$ cat config.mk
export PLATFORM = sky130hd
export DESIGN_NAME = jt51_lfo_pm
export DESIGN_NICKNAME = d
export VERILOG_FILES = /design/src/rtl/jt51_lfo_pm.sv
export SDC_FILE = /design/constraint.sdc
export NUM_CORES = 1
export LEC_CHECK = 0
export BUFFER_PORTS_ARGS = -buffer_cell sky130_fd_sc_hd__buf_2
export CORE_ASPECT_RATIO = 1.5
export CORE_MARGIN = 5
export CORE_UTILIZATION = 56
export CTS_CLUSTER_SIZE = 20
export DETAILED_ROUTE_END_ITERATION = 16
export PLACE_DENSITY = 0.7
export SYNTH_ARGS = -nofsm -noshare
export SYNTH_HDL_FRONTEND = slang
export SYNTH_SLANG_ARGS = --single-unit
$ cat constraint.sdc
create_clock -name clk -period 5.4 [get_ports clk]
set_input_delay 1.08 -clock clk [delete_from_list [all_inputs] [get_ports clk]]
set_output_delay 1.08 -clock clk [all_outputs]
set_load 0.05 [all_outputs]
$ cat src/rtl/jt51_lfo_pm.sv
// LFO phase-modulation source: per-frame phase step, waveform select, serial depth multiply.
// pm/pm_upd update 9 cen cycles after zero; no backpressure, the strobe is not held.
module jt51_lfo_pm #(
   parameter logic [16:0] LFSR_SEED = 17'h1,
   parameter int          ACC_W     = 20
) (
   input  logic       clk,
   input  logic       rst,
   input  logic       cen,
   input  logic       zero,
   input  logic       lfo_rst,
   input  logic [7:0] lfo_freq,
   input  logic [1:0] lfo_w,
   input  logic [6:0] lfo_pmd,
   output logic [7:0] pm,
   output logic       pm_upd
);

   localparam logic [1:0] IDLE = 2'd0;
   localparam logic [1:0] LOAD = 2'd1;
   localparam logic [1:0] MUL  = 2'd2;
   localparam logic [1:0] DONE = 2'd3;

   logic [ACC_W-1:0] acc, step, acc_nxt;
   logic [16:0]      lfsr;
   logic [1:0]       st;
   logic [2:0]       cnt;
   logic             sgn;
   logic [6:0]       dsh;
   logic [13:0]      ash, prod;
   logic [7:0]       p, s, s_abs;
   logic [6:0]       tv, a_nxt, mag;

   always_comb begin
      step = '0;
      if (lfo_freq != 8'd0)
         step = ACC_W'({1'b1, lfo_freq[3:0]}) << lfo_freq[7:4];
   end

   assign acc_nxt = acc + step;
   assign p       = acc[ACC_W-1 -: 8];
   assign tv      = {p[5:0], 1'b0};
   assign mag     = prod[13:7];

   // Signed waveform sample, then magnitude clipped to 7 bits (-128 saturates to 127)
   always_comb begin
      s = 8'd0;
      case (lfo_w)
         2'd0: s = p ^ 8'h80;
         2'd1: s = p[7] ? 8'h80 : 8'h7F;
         2'd2: begin
            case (p[7:6])
               2'd0:    s = {1'b0, tv};
               2'd1:    s = {1'b0, 7'd127 - tv};
               2'd2:    s = 8'd0 - {1'b0, tv};
               default: s = 8'd0 - {1'b0, 7'd127 - tv};
            endcase
         end
         default: s = lfsr[7:0];
      endcase
      s_abs = s[7] ? 8'd0 - s : s;
      a_nxt = s_abs[7] ? 7'h7F : s_abs[6:0];
   end

   always_ff @(posedge clk or posedge rst) begin
      if (rst) begin
         acc    <= '0;
         lfsr   <= LFSR_SEED;
         st     <= IDLE;
         cnt    <= 3'd0;
         sgn    <= 1'b0;
         dsh    <= 7'd0;
         ash    <= 14'd0;
         prod   <= 14'd0;
         pm     <= 8'd0;
         pm_upd <= 1'b0;
      end else if (cen) begin
         if (lfo_rst) begin
            acc    <= '0;
            lfsr   <= LFSR_SEED;
            st     <= IDLE;
            cnt    <= 3'd0;
            sgn    <= 1'b0;
            dsh    <= 7'd0;
            ash    <= 14'd0;
            prod   <= 14'd0;
            pm     <= 8'd0;
            pm_upd <= 1'b0;
         end else begin
            pm_upd <= 1'b0;
            if (zero) begin
               // A zero in any state restarts the computation from LOAD
               acc <= acc_nxt;
               if (acc_nxt[ACC_W-1 -: 4] != acc[ACC_W-1 -: 4])
                  lfsr <= {lfsr[15:0], lfsr[16] ^ lfsr[13]};
               st <= LOAD;
            end else begin
               case (st)
                  LOAD: begin
                     sgn  <= s[7];
                     ash  <= {7'd0, a_nxt};
                     dsh  <= lfo_pmd;
                     prod <= 14'd0;
                     cnt  <= 3'd0;
                     st   <= MUL;
                  end
                  MUL: begin
                     if (dsh[0])
                        prod <= prod + ash;
                     ash <= ash << 1;
                     dsh <= dsh >> 1;
                     cnt <= cnt + 3'd1;
                     if (cnt == 3'd6)
                        st <= DONE;
                  end
                  DONE: begin
                     pm     <= {sgn & (mag != 7'd0), mag};
                     pm_upd <= 1'b1;
                     st     <= IDLE;
                  end
                  default: ;
               endcase
            end
         end
      end
   end

endmodule

==> results_tabular.tex, run 1 <==
\begin{tabular}{lr}
\hline
Metric & Value \\
\hline
\multicolumn{2}{l}{\textbf{Drt}} \\
\quad Highest metal layer with signal wires & met4 \\
\quad Total wire length & 14300 µm \\
\quad Drc violations & 0 \\
\quad Routed vias/inst & 5.84 \\
\quad DR WL met3 & 533 µm \\
\quad First-iteration detailed-routing DRC count & 275 \\
\quad Number of nets with antenna violations after detailed routing & 0 \\
\quad TritonRoute pass-1 iters & 7 \\
\quad Sum of met2 wire segment lengths after detailed routing & between 7000 and 8000 µm \\
\quad Via count & 5172 \\
\quad Metal-1 WL & slightly below 6000 µm \\
\quad Final routed wire length divided by cell count & around 16 µm \\
\multicolumn{2}{l}{\textbf{Timing}} \\
\quad Final critical-path required period & 4770 ps \\
\quad RSZ-0062 raised after global routing & no \\
\quad Portion of the clock cycle consumed by the worst path in the final layout & approximately nine tenths \\
\quad Number of hold violations in the final report & 0 \\
\quad Number of setup violations in the final report & 0 \\
\quad Slew at the pin closest to its max-slew limit & 948 ps \\
\quad Number of max-slew violations in the final report & 0 \\
\quad Sum of negative setup slack & 0 ps \\
\quad Highest clock frequency the design can meet & around 210 MHz \\
\quad Clock skew & 4.50 ps \\
\quad Slew headroom & 36.4\% \\
\quad Smallest hold slack & 475 ps \\
\multicolumn{2}{l}{\textbf{Clocking}} \\
\quad H-tree depth reported by CTS & 3 \\
\quad Longest Clk Path Bufs & 2 \\
\quad Num CTS Buffers & 9 \\
\quad CTS clk-pin slew, worst paths & 60 ps \\
\quad CTS tree & built \\
\quad Number of clock sinks & 87 \\
\quad Clk Tree Root Cell & sky130\_fd\_sc\_hd\_\_clkbuf\_16 \\
\quad Later-pin clock latency in the skew report & 330 ps \\
\quad CTS hold repair buffers & 0 \\
\quad Post-CTS setup buffers & 0 \\
\quad Post-cts sizing count & 0 \\
\multicolumn{2}{l}{\textbf{Min path}} \\
\quad Count of cells along the worst hold path & 2 \\
\quad Hold/Removal Path Class & reg -> reg \\
\quad Startpoint of the lowest-slack hold path & pm[5] \\
\multicolumn{2}{l}{\textbf{Critical path}} \\
\quad Maximum net fanout on the critical path & 28 \\
\quad Crit path kind & in -> reg \\
\quad Critical register-to-register path startpoint & acc[0] \\
\quad Crit. End Element & flip-flop \\
\quad Critical Path AT & $\sim$5000 ps \\
\quad Crit path required time & 5620 ps \\
\quad Worst reg-to-reg path cell count & 11 \\
\quad R2R Setup Slk & 1690 ps \\
\quad CP Launch Point & lfo\_freq[4] \\
\quad Crit start category & primary input \\
\multicolumn{2}{l}{\textbf{Global routing}} \\
\quad Aggregate global routing overflow & 0 \\
\quad Number of global-route vias before repair & just over 5000 \\
\quad GRT Resource Usage Total & 22.7\% \\
\quad First-pass GRT wire length & 24200 µm \\
\quad Maximum number of pins on one net before global-route repair & 52 \\
\quad Number of antenna violations at the first check in global routing & 0 \\
\multicolumn{2}{l}{\textbf{Die}} \\
\quad Number of cell rows & 47 \\
\quad Number of I/O pins & 31 \\
\quad Die ar. & roughly 13000 µm² \\
\quad Die outline height & 139 µm \\
\quad Initial Utilization & a little under three fifths \\
\quad Core Footprint & 10900 µm² \\
\quad Die Width & 95.9 µm \\
\multicolumn{2}{l}{\textbf{Synthesis}} \\
\quad Synth Area per Inst & 8.55 µm² \\
\quad Synthesis Warnings & 0 \\
\quad Proportion of netlist area held by the largest area contributor & 34.7\% \\
\quad Synthesized netlist cell count & just over 700 \\
\quad Number of register bits inferred by synthesis & 87 \\
\quad EDFF count, synth & 0 \\
\quad Netlist cell types & 75 \\
\quad Async set-or-reset flop fraction in the synthesized netlist & 100\% \\
\quad Cell type contributing the most total cell area after synthesis & sky130\_fd\_sc\_hd\_\_dfrtp\_1 \\
\quad Top FF cell, synth & sky130\_fd\_sc\_hd\_\_dfrtp\_1 \\
\quad Top area cells in the synthesized netlist & sky130\_fd\_sc\_hd\_\_dfrtp\_1, sky130\_fd\_sc\_hd\_\_ha\_1, sky130\_fd\_sc\_hd\_\_o21ai\_0 \\
\quad Register area share after synthesis & 35.1\% \\
\quad Post-synth net total & about 800 \\
\quad Post-synthesis instance area & between 6000 and 7000 µm² \\
\multicolumn{2}{l}{\textbf{Place}} \\
\quad Routability Congestion & about 0.90 \\
\quad Total half-perimeter wirelength after legalization and detailed placement & approximately 11000 µm \\
\quad Number of I/O port buffers & 30 \\
\quad Cell total after placement & 871 \\
\multicolumn{2}{l}{\textbf{Cells and area}} \\
\quad Number of diodes & 0 \\
\quad Nets & 798 \\
\quad Post-layout instance count excluding filler cells & roughly 890 \\
\quad Most common cell after layout, fill and taps aside & sky130\_fd\_sc\_hd\_\_nand2\_1 \\
\quad Leading cell types in the layout, fill and taps excluded & sky130\_fd\_sc\_hd\_\_nand2\_1, sky130\_fd\_sc\_hd\_\_dfrtp\_1, sky130\_fd\_sc\_hd\_\_o21ai\_0 \\
\quad Layout area overhead & 7.62\% \\
\quad Ratio of cells with drive above 1 in the final layout & 10.7\% \\
\multicolumn{2}{l}{\textbf{Power}} \\
\quad Leak & roughly 0.003 µW \\
\quad Max IR drop VDD & 141 µV \\
\quad Power density over the cells & 284 nW/µm² \\
\quad Total Power & 1890 µW \\
\multicolumn{2}{l}{\textbf{Job}} \\
\quad Max-capacitance violation count & 0 \\
\multicolumn{2}{l}{\textbf{Run status}} \\
\quad Run status & complete, no violations \\
\hline
\end{tabular}
[per-stage QoR]
stage / setup slack, ps / area [µm²] / utilization, %
after floorplan: 827 / 6200 / -
after global placement: 408 / 6380 / 58.3
after detailed placement: 292 / 6380 / 58.3
after CTS: 634 / 6680 / 61.1
after global routing: 301 / 6680 / 61.1
final: 627 / 6680 / 61.1
[report_power, final]
group	switching [µW]	total (µW)	internal (µW)
combinational	292	486	194
sequential	67.6	784	716
clock	243	623	380
[cell families (layout without fill, tap and decap cells)]
| group | after synthesis | in the layout | share of synthesized area [%] |
|---|---|---|---|
| AND/OR/NAND/NOR | 245 | 245 | 19.6 |
| AO/OA/AOI/OAI | 224 | 224 | 23.4 |
| flip-flops | 87 | 87 | 35.1 |
| buffers and inverters | 82 | 95 | 5.93 |
| adder cells (fa/ha/maj) | 41 | 41 | 8.51 |
| XOR/XNOR | 31 | 31 | 4.38 |
| multiplexers | 16 | 16 | 3.11 |
[critical path, cell delays in order]
cell and delay [ps]:
sky130_fd_sc_hd__buf_2 180, sky130_fd_sc_hd__mux2i_1 260, sky130_fd_sc_hd__nor2_1 60, sky130_fd_sc_hd__a31oi_1 280, sky130_fd_sc_hd__a21oi_1 130, sky130_fd_sc_hd__and2_1 200
sky130_fd_sc_hd__ha_1 370, sky130_fd_sc_hd__nand4_1 180, sky130_fd_sc_hd__or3_1 340, sky130_fd_sc_hd__a211o_2 290, sky130_fd_sc_hd__a21boi_0 280, sky130_fd_sc_hd__or3_2 180
sky130_fd_sc_hd__a21oi_1 100, sky130_fd_sc_hd__a31oi_4 660, sky130_fd_sc_hd__mux2_2 400
[metal layers]
| metal | vias up | GRT usage (%) |
|---|---|---|
| met5 | - | 0 |
| met1 | 2421 | 27.5 |
| met2 | 116 | 38.5 |
| met3 | 27 | 3.20 |
| met4 | 0 | 11.4 |
| li1 | 2608 | - |
[final timing paths]
check | endpoint
worst max-delay path | lfsr[16]
worst max register to register | lfsr[16]
min in group asynchronous | prod[7]
max in group asynchronous | lfsr[0]
worst min-delay path | pm[5]
worst min register to register | pm[5]
[state kept, by name, indices dropped and copies added (netlist names)]
register and flops:
acc 20, lfsr 17, ash 14, prod 14
pm 8, dsh 7, cnt 3, st 2
pm_upd 1, sgn 1
[synth_stat cells (all sizes together), types with 11 or more instances]
library cell  instances
nand3                17
a21oi                47
inv                  46
a22o                 13
xor2                 13
ha                   39
clkbuf               29
xnor2                18
nor2b                14
o21ai                82
o31ai                16
mux2i                11
nand2b               16
nor3                 12
nand2                87
nor2                 48
dfrtp                86
[layout make-up]
| class | instances | area [µm²] |
|---|---|---|
| Timing Repair Buffer | 34 | 180 |
| Clock buffer | 12 | 256 |
| Multi-Input combinational cell | 557 | 3660 |
| Tap cell | 147 | 184 |
| Clock inverter | 3 | 42.5 |
| Sequential cell | 87 | 2180 |
| Fill cell | 964 | 4260 |
| Inverter | 46 | 174 |
No activity file was read; power rests on OpenSTA's default activity.
==> run 2, diff against run 1 <==
--- a/config.mk
+++ b/config.mk
@@ -11,7 +11,8 @@
 export CORE_UTILIZATION = 56
 export CTS_CLUSTER_SIZE = 20
 export DETAILED_ROUTE_END_ITERATION = 16
-export PLACE_DENSITY = 0.7
+export PLACE_DENSITY_LB_ADDON = 0.3
 export SYNTH_ARGS = -nofsm -noshare
 export SYNTH_HDL_FRONTEND = slang
 export SYNTH_SLANG_ARGS = --single-unit
+export TNS_END_PERCENT = 5
==> run 2 against run 1 <==
- clock-buffer cell count down 1
- via count increased by 1.9%
- combinational power is 0.8% lower
- largest cell class unchanged
- routed wire length down 0.64%
- utilization is 0.069 points lower
- cell area down 0.11%
==> results_tabular.tex, run 2 (synthesized netlist as in run 1, its figures left out) <==
\begin{tabular}{lr}
\hline
Metric & Value \\
\hline
\multicolumn{2}{l}{\textbf{Run status}} \\
\quad Run status & complete, no violations \\
\multicolumn{2}{l}{\textbf{Place}} \\
\quad Number of I/O port buffers & 30 (unchanged) \\
\quad Routability Congestion & 0.898 (+0.19\%) \\
\quad Cell area after placement & 6380 µm² (unchanged) \\
\quad Total half-perimeter wirelength after legalization and detailed placement & 10600 µm (-1.8\%) \\
\multicolumn{2}{l}{\textbf{Clocking}} \\
\quad CTS hold repair buffers & 0 (unchanged) \\
\quad Clk Tree Root Cell & sky130\_fd\_sc\_hd\_\_clkbuf\_16 \\
\quad CTS clk-pin slew, worst paths & 60 ps (about the same) \\
\quad Number of clock sinks & 87 (unchanged) \\
\quad Later-pin clock latency in the skew report & 350 ps (+20 ps) \\
\quad Post-cts sizing count & 0 (unchanged) \\
\quad H-tree depth reported by CTS & 3 (unchanged) \\
\quad CTS tree & built \\
\quad Longest Clk Path Bufs & 2 (unchanged) \\
\quad Post-CTS setup buffers & 0 (unchanged) \\
\quad Num CTS Buffers & 9 (unchanged) \\
\multicolumn{2}{l}{\textbf{Cells and area}} \\
\quad Ratio of cells with drive above 1 in the final layout & 10.7\% (-0.014 points) \\
\quad Largest Register & acc \\
\quad Nets & 798 (unchanged) \\
\quad Layout area overhead & 7.50\% \\
\quad Registers with the most flip-flops & acc x20, lfsr x17 \\
\quad Final design instance area without fill & 6670 µm² (-0.11\%) \\
\quad Number of diodes & 0 (unchanged) \\
\quad Most common cell after layout, fill and taps aside & sky130\_fd\_sc\_hd\_\_nand2\_1 \\
\quad Flip-flop count of the largest register after layout & 20 (unchanged) \\
\quad \# fillers & 995 (+3.2\%) \\
\quad Leading cell types in the layout, fill and taps excluded & sky130\_fd\_sc\_hd\_\_nand2\_1, sky130\_fd\_sc\_hd\_\_dfrtp\_1, sky130\_fd\_sc\_hd\_\_o21ai\_0 \\
\multicolumn{2}{l}{\textbf{Timing}} \\
\quad Final critical-path required period & 4900 ps (+129 ps) \\
\quad Portion of the clock cycle consumed by the worst path in the final layout & 90.8\% (+2.4 points) \\
\quad Slew at the pin closest to its max-slew limit & 902 ps (-45.2 ps) \\
\quad Number of hold violations in the final report & 0 (unchanged) \\
\quad Clock skew & 9.98 ps (+5.47 ps) \\
\quad Slew headroom & 39.8\% (+3.4 points) \\
\quad Number of max-slew violations in the final report & 0 (unchanged) \\
\quad Number of setup violations in the final report & 0 (unchanged) \\
\quad RSZ-0062 raised after global routing & no \\
\quad Sum of negative setup slack & 0 ps (unchanged) \\
\quad Highest clock frequency the design can meet & 204 MHz (-2.6\%) \\
\multicolumn{2}{l}{\textbf{Power}} \\
\quad Max IR drop VDD & 154 µV (+9.8\%) \\
\quad Power density over the cells & 281 nW/µm² (-0.76\%) \\
\quad Clock group share of total power & 33.0\% (about the same) \\
\quad Switching part of the total power & 32.4\% (+0.57 points) \\
\quad Register share of total power & 41.4\% (about the same) \\
\quad Leak & 0.00302 µW (-0.29\%) \\
\quad Net switching power of the design & 608 µW (+0.90\%) \\
\quad Internal power & 1270 µW (-1.7\%) \\
\quad Relative contribution of combinational cells to total power & 25.7\% (about the same) \\
\multicolumn{2}{l}{\textbf{Global routing}} \\
\quad Maximum number of pins on one net before global-route repair & 52 (unchanged) \\
\quad GRT Resource Usage Total & 22.6\% (-0.10 points) \\
\quad Number of global-route vias before repair & 5224 (+3.2\%) \\
\quad First-pass GRT wire length & 24000 µm (-0.66\%) \\
\quad Number of antenna violations at the first check in global routing & 0 (unchanged) \\
\quad Aggregate global routing overflow & 0 (unchanged) \\
\multicolumn{2}{l}{\textbf{Critical path}} \\
\quad R2R Setup Slk & 1600 ps (-90 ps) \\
\quad Maximum net fanout on the critical path & 28 (unchanged) \\
\quad Crit. End Element & flip-flop \\
\quad Crit path required time & 5630 ps (about the same) \\
\quad Crit path kind & in -> reg \\
\quad Crit start category & primary input \\
\quad Critical Path AT & 5130 ps (+140 ps) \\
\multicolumn{2}{l}{\textbf{Die}} \\
\quad Initial Utilization & 56.7\% (unchanged) \\
\quad Number of I/O pins & 31 (unchanged) \\
\quad Die Width & 95.9 µm (unchanged) \\
\quad Core Footprint & 10900 µm² (unchanged) \\
\quad Die outline height & 139 µm (unchanged) \\
\quad Die ar. & 13300 µm² (unchanged) \\
\quad Number of cell rows & 47 (unchanged) \\
\multicolumn{2}{l}{\textbf{Drt}} \\
\quad TritonRoute pass-1 iters & 5 (-2) \\
\quad Routed vias/inst & 5.94 (+1.8\%) \\
\quad Via count & 5270 (+1.9\%) \\
\quad Number of nets with antenna violations after detailed routing & 0 (unchanged) \\
\quad Total wire length & 14200 µm (-0.64\%) \\
\quad Final routed wire length divided by cell count & 16.0 µm (-0.76\%) \\
\quad First-iteration detailed-routing DRC count & 226 (-18\%) \\
\quad Drc violations & 0 (unchanged) \\
\multicolumn{2}{l}{\textbf{Min path}} \\
\quad Hold/Removal Path Class & reg -> reg \\
\multicolumn{2}{l}{\textbf{Job}} \\
\quad Max-capacitance violation count & 0 (unchanged) \\
\hline
\end{tabular}
## run 2: cell type report
| cell class | instances | area [µm²] | area share (%) |
|---|---|---|---|
| Clock buffer | 11 | 233 | 3.49 |
| Clock inverter | 5 | 58.8 | 0.882 |
| Inverter | 46 | 174 | 2.61 |
| Multi-Input combinational cell | 557 | 3660 | 54.9 |
| Sequential cell | 87 | 2180 | 32.7 |
| Tap cell | 147 | 184 | 2.76 |
| Timing Repair Buffer | 34 | 180 | 2.70 |
## run 2: critical path, cell delays in order
cell	delay [ps]
sky130_fd_sc_hd__buf_2	180
sky130_fd_sc_hd__mux2i_1	290
sky130_fd_sc_hd__nand2_1	80
sky130_fd_sc_hd__o21ai_0	160
sky130_fd_sc_hd__nor2b_1	200
sky130_fd_sc_hd__and3b_1	210
sky130_fd_sc_hd__ha_1	400
sky130_fd_sc_hd__nand4_1	190
sky130_fd_sc_hd__or3_1	340
sky130_fd_sc_hd__a211o_2	310
sky130_fd_sc_hd__a21boi_0	320
sky130_fd_sc_hd__or3_2	180
sky130_fd_sc_hd__a21oi_1	110
sky130_fd_sc_hd__a31oi_4	640
sky130_fd_sc_hd__mux2_2	410
## run 2: per-layer routing
metal,up-vias,wire [µm],GRT usage [%]
li1,2611,-,-
met1,2500,5550,25.1
met2,115,7600,40.0
met3,44,422,4.02
met4,0,614,11.6
met5,-,0,0
## run 2: stage by stage
| stage | hold slack (ps) | total power [µW] | setup WS (ps) | utilization [%] | instances |
|---|---|---|---|---|---|
| 4_1_cts | 479 | 1890 | 567 | 61.0 | 887 |
| 2_1_floorplan | 448 | 1170 | 827 | - | 726 |
| 3_5_place_dp | 464 | 1270 | 217 | 58.3 | 871 |
| 3_3_place_gp | 460 | 1250 | 345 | 58.3 | 871 |
| 5_1_grt | 499 | 1990 | 192 | 61.0 | 887 |
| 6_report | 472 | 1880 | 498 | 61.0 | 887 |
## run 2: path summary, 6_finish.rpt
kind	from	to	depth (start not counted)
setup / recovery	lfo_freq[4]	lfsr[16]	15
hold / removal	pm[0]	pm[0]	2
setup reg to reg	acc[0]	lfsr[16]	11
hold reg to reg	pm[0]	pm[0]	2
max in group asynchronous	rst	prod[3]	3
min in group asynchronous	rst	pm[7]	2
## run 2: power groups by stage
stage	logic [µW]	registers [µW]	clock network, µW
final	482	776	619
after detailed placement	483	787	0
after global routing	545	785	659
after global placement	463	783	0
after floorplan	399	769	0
after CTS	483	776	632
==> run 3, diff against run 2 <==
--- a/config.mk
+++ b/config.mk
@@ -11,7 +11,9 @@
 export CORE_UTILIZATION = 56
 export CTS_CLUSTER_SIZE = 20
 export DETAILED_ROUTE_END_ITERATION = 16
+export GPL_TIMING_DRIVEN = 0
 export PLACE_DENSITY_LB_ADDON = 0.3
+export SETUP_SLACK_MARGIN = 0.5
 export SYNTH_ARGS = -nofsm -noshare
 export SYNTH_HDL_FRONTEND = slang
 export SYNTH_SLANG_ARGS = --single-unit
==> run 3 against run 2 <==
- clock skew fell by 1.5 ps
- cell area rose by 3.8%
- flip-flop and latch count did not move
- setup slack improved by 270 ps
- combinational power rose by 7.9%
- via count rose by 4.6%
- global-route usage rose by 1.3 points
- critical path depth rose by 3
- sequential share of layout area fell by 1.2 points
- register-to-register slack improved by 500 ps
- final cell count rose by 3.6%
- largest power group unchanged
==> results_tabular.tex, run 3 (synthesized netlist as in run 1, its figures left out) <==
\begin{tabular}{lr}
\hline
Metric & Value \\
\hline
\multicolumn{2}{l}{\textbf{Timing}} \\
\quad Slew at the pin closest to its max-slew limit & 624 ps (-278 ps) \\
\quad Number of max-slew violations in the final report & 0 (unchanged) \\
\quad Sum of negative setup slack & 0 ps (unchanged) \\
\quad Number of hold violations in the final report & 0 (unchanged) \\
\quad Number of setup violations in the final report & 0 (unchanged) \\
\quad Final critical-path required period & 4630 ps (-275 ps) \\
\quad Portion of the clock cycle consumed by the worst path in the final layout & 85.7\% (-5.1 points) \\
\quad Slew headroom & 58.4\% (+19 points) \\
\quad Clock skew & 8.51 ps (-1.46 ps) \\
\quad RSZ-0062 raised after global routing & no \\
\quad Highest clock frequency the design can meet & 216 MHz (+5.9\%) \\
\multicolumn{2}{l}{\textbf{Cells and area}} \\
\quad Footprint of the multi-input gates & 3680 µm² (+0.51\%) \\
\quad Largest Register & acc \\
\quad Flip-flop count of the largest register after layout & 20 (unchanged) \\
\quad Number of diodes & 0 (unchanged) \\
\quad Layout area overhead & 11.5\% \\
\quad \# fillers & 960 (-3.5\%) \\
\quad Registers with the most flip-flops & acc x20, lfsr x17 \\
\quad Leading cell types in the layout, fill and taps excluded & sky130\_fd\_sc\_hd\_\_nand2\_1, sky130\_fd\_sc\_hd\_\_dfrtp\_1, sky130\_fd\_sc\_hd\_\_o21ai\_0 \\
\quad Most common cell after layout, fill and taps aside & sky130\_fd\_sc\_hd\_\_nand2\_1 \\
\quad Area taken by flip-flops and latches & 2180 µm² (unchanged) \\
\quad Ratio of cells with drive above 1 in the final layout & 11.9\% (+1.2 points) \\
\quad Final design instance area without fill & 6920 µm² (+3.8\%) \\
\quad Nets & 830 (+4.0\%) \\
\multicolumn{2}{l}{\textbf{Drt}} \\
\quad Via count & 5510 (+4.6\%) \\
\quad TritonRoute pass-1 iters & 5 (unchanged) \\
\quad Routed vias/inst & 6.00 (+0.91\%) \\
\quad First-iteration detailed-routing DRC count & 223 (-1.3\%) \\
\quad Number of nets with antenna violations after detailed routing & 0 (unchanged) \\
\quad Final routed wire length divided by cell count & 16.7 µm (+4.3\%) \\
\quad Drc violations & 0 (unchanged) \\
\quad Total wire length & 15300 µm (+8.1\%) \\
\multicolumn{2}{l}{\textbf{Power}} \\
\quad Leak & 0.00312 µW (+3.2\%) \\
\quad Register share of total power & 39.2\% (-2.2 points) \\
\quad Switching part of the total power & 31.9\% (-0.53 points) \\
\quad Max IR drop VDD & 164 µV (+6.3\%) \\
\quad Total Power & 1970 µW (+5.0\%) \\
\quad Net switching power of the design & 628 µW (+3.3\%) \\
\quad Clock group share of total power & 34.4\% (+1.4 points) \\
\quad Relative contribution of combinational cells to total power & 26.4\% (+0.7 points) \\
\quad Internal power & 1340 µW (+5.8\%) \\
\quad Power density over the cells & 285 nW/µm² (+1.2\%) \\
\multicolumn{2}{l}{\textbf{Die}} \\
\quad Die outline height & 139 µm (unchanged) \\
\quad Die Width & 95.9 µm (unchanged) \\
\quad Number of I/O pins & 31 (unchanged) \\
\quad Number of cell rows & 47 (unchanged) \\
\quad Core Footprint & 10900 µm² (unchanged) \\
\quad Initial Utilization & 56.7\% (unchanged) \\
\quad Die ar. & 13300 µm² (unchanged) \\
\multicolumn{2}{l}{\textbf{Critical path}} \\
\quad Buffers plus inverters on the worst setup path & 3 (+2) \\
\quad R2R Setup Slk & 2100 ps (+500 ps) \\
\quad Crit start category & primary input \\
\quad Crit path kind & in -> reg \\
\quad Crit Reg-Reg Endpoint & lfsr[10] \\
\quad Maximum net fanout on the critical path & 9 (-68\%) \\
\quad Critical register-to-register path startpoint & acc[0] \\
\quad Crit path largest cell delay & 440 ps (-200 ps) \\
\quad Cell type of the slowest stage on the worst timing path & sky130\_fd\_sc\_hd\_\_a2111oi\_4 \\
\quad Critical-path cell list & clkbuf\_2 -> mux2i\_2 -> nand2\_1 -> o21ai\_1 -> nor2b\_1 -> and3b\_1 -> ha\_1 -> clkbuf\_2 -> nand4\_1 -> or3\_1 -> a211o\_2 -> a21oi\_2 -> o31ai\_2 -> a2111oi\_4 -> a31oi\_4 -> buf\_2 -> nand3b\_1 -> o21ai\_1 \\
\quad Worst reg-to-reg path cell count & 13 (+2) \\
\quad Crit. End Element & flip-flop \\
\quad Critical Path AT & 4850 ps (-280 ps) \\
\quad Crit path required time & 5630 ps (about the same) \\
\quad Cell family with most CP delay & compound AO/OA/AOI/OAI gates \\
\multicolumn{2}{l}{\textbf{Global routing}} \\
\quad Aggregate global routing overflow & 0 (unchanged) \\
\quad First-pass GRT wire length & 25500 µm (+6.1\%) \\
\quad Number of global-route vias before repair & 5432 (+4.0\%) \\
\quad Maximum number of pins on one net before global-route repair & 73 (+40\%) \\
\quad Number of antenna violations at the first check in global routing & 0 (unchanged) \\
\quad GRT Resource Usage Total & 23.9\% (+1.3 points) \\
\multicolumn{2}{l}{\textbf{Place}} \\
\quad Cell area after placement & 6540 µm² (+2.6\%) \\
\quad Total half-perimeter wirelength after legalization and detailed placement & 11500 µm (+8.7\%) \\
\quad Number of I/O port buffers & 25 (-17\%) \\
\quad Routability Congestion & 0.918 (+2.2\%) \\
\multicolumn{2}{l}{\textbf{Clocking}} \\
\quad CTS clk-pin slew, worst paths & 60 ps (about the same) \\
\quad Number of clock sinks & 87 (unchanged) \\
\quad Num CTS Buffers & 9 (unchanged) \\
\quad Later-pin clock latency in the skew report & 340 ps (about the same) \\
\quad CTS tree & built \\
\quad Longest Clk Path Bufs & 2 (unchanged) \\
\quad CTS hold repair buffers & 0 (unchanged) \\
\quad Clk Tree Root Cell & sky130\_fd\_sc\_hd\_\_clkbuf\_16 \\
\quad H-tree depth reported by CTS & 3 (unchanged) \\
\multicolumn{2}{l}{\textbf{Min path}} \\
\quad Hold-critical path endpoint & dsh[1] \\
\quad Startpoint of the lowest-slack hold path & dsh[1] \\
\quad Count of cells along the worst hold path & 2 (unchanged) \\
\quad Hold/Removal Path Class & reg -> reg \\
\multicolumn{2}{l}{\textbf{Run status}} \\
\quad Run status & complete, no violations \\
\multicolumn{2}{l}{\textbf{Job}} \\
\quad Max-capacitance violation count & 0 (unchanged) \\
\hline
\end{tabular}
==> run 3: cell count changes in the layout (fill, tap and decap cells not counted), sizes merged <==
| cell | before | now |
|---|---|---|
| buf | 34 | 37 |
| bufinv | 1 | 2 |
| clkbuf | 11 | 40 |
| clkinv | 3 | 2 |
| clkinvlp | 2 | 1 |
| inv | 45 | 46 |
==> run 3: layer usage <==
metal	vias to the layer above	GRT usage, %	wire, µm
met5	-	0	0
met4	0	13.7	826
met3	57	3.53	494
met2	140	41.6	8060
met1	2643	27.0	5950
li1	2670	-	-
==> run 3: final cells by class <==
type | count | share of cell area [%]
multi-input cells | 557 | 53.2
flip-flops and latches | 87 | 31.5
clock buffers | 11 | 3.51
plain buffers | 36 | 2.86
well taps | 147 | 2.66
repair buffers | 30 | 2.60
inverters | 46 | 2.53
clock inverters | 5 | 1.18
==> run 3: per-stage QoR <==
| stage | hold slack (ps) | util [%] | std cells | setup WS (ps) |
|---|---|---|---|---|
| after floorplan | 448 | - | 726 | 827 |
| after global placement | 462 | 59.6 | 898 | 311 |
| after detailed placement | 468 | 59.8 | 899 | 130 |
| after CTS | 483 | 62.8 | 915 | 576 |
| after global routing | 493 | 63.3 | 919 | 511 |
| final | 478 | 63.3 | 919 | 773 |
==> run 3: repair_timing <==
item,CTS,global route
endpoints found under the setup margin,5,17
pin swaps,0,3
buffers inserted,0,4
resized for setup,1,10
==> run 3: power by group through the flow <==
stage | logic, µW | registers [µW] | clock network (µW)
final | 520 | 773 | 679
after global routing | 583 | 782 | 715
after CTS | 515 | 773 | 686
after detailed placement | 510 | 784 | 0
after global placement | 487 | 781 | 0
after floorplan | 399 | 769 | 0
==> run 3: how the worst max path moves through the flow <==
stage,start,to,slack (ps),depth (start not counted)
floorplan,lfo_freq[4],lfsr[7],830,16
global placement,lfo_freq[4],lfsr[16],310,16
finish,lfo_freq[4],lfsr[10],770,18
global route,lfo_freq[4],lfsr[10],510,18
detailed placement,lfo_freq[5],lfsr[1],130,18
CTS,lfo_freq[4],lfsr[16],580,15
==> run 3: tightest hold or removal path: cells and delay by family, from the launching register on <==
family	cells	cell delay (ps)
and+or+nand+nor	1	50
AOI/OAI and AO/OA	1	60
DFF	1	340
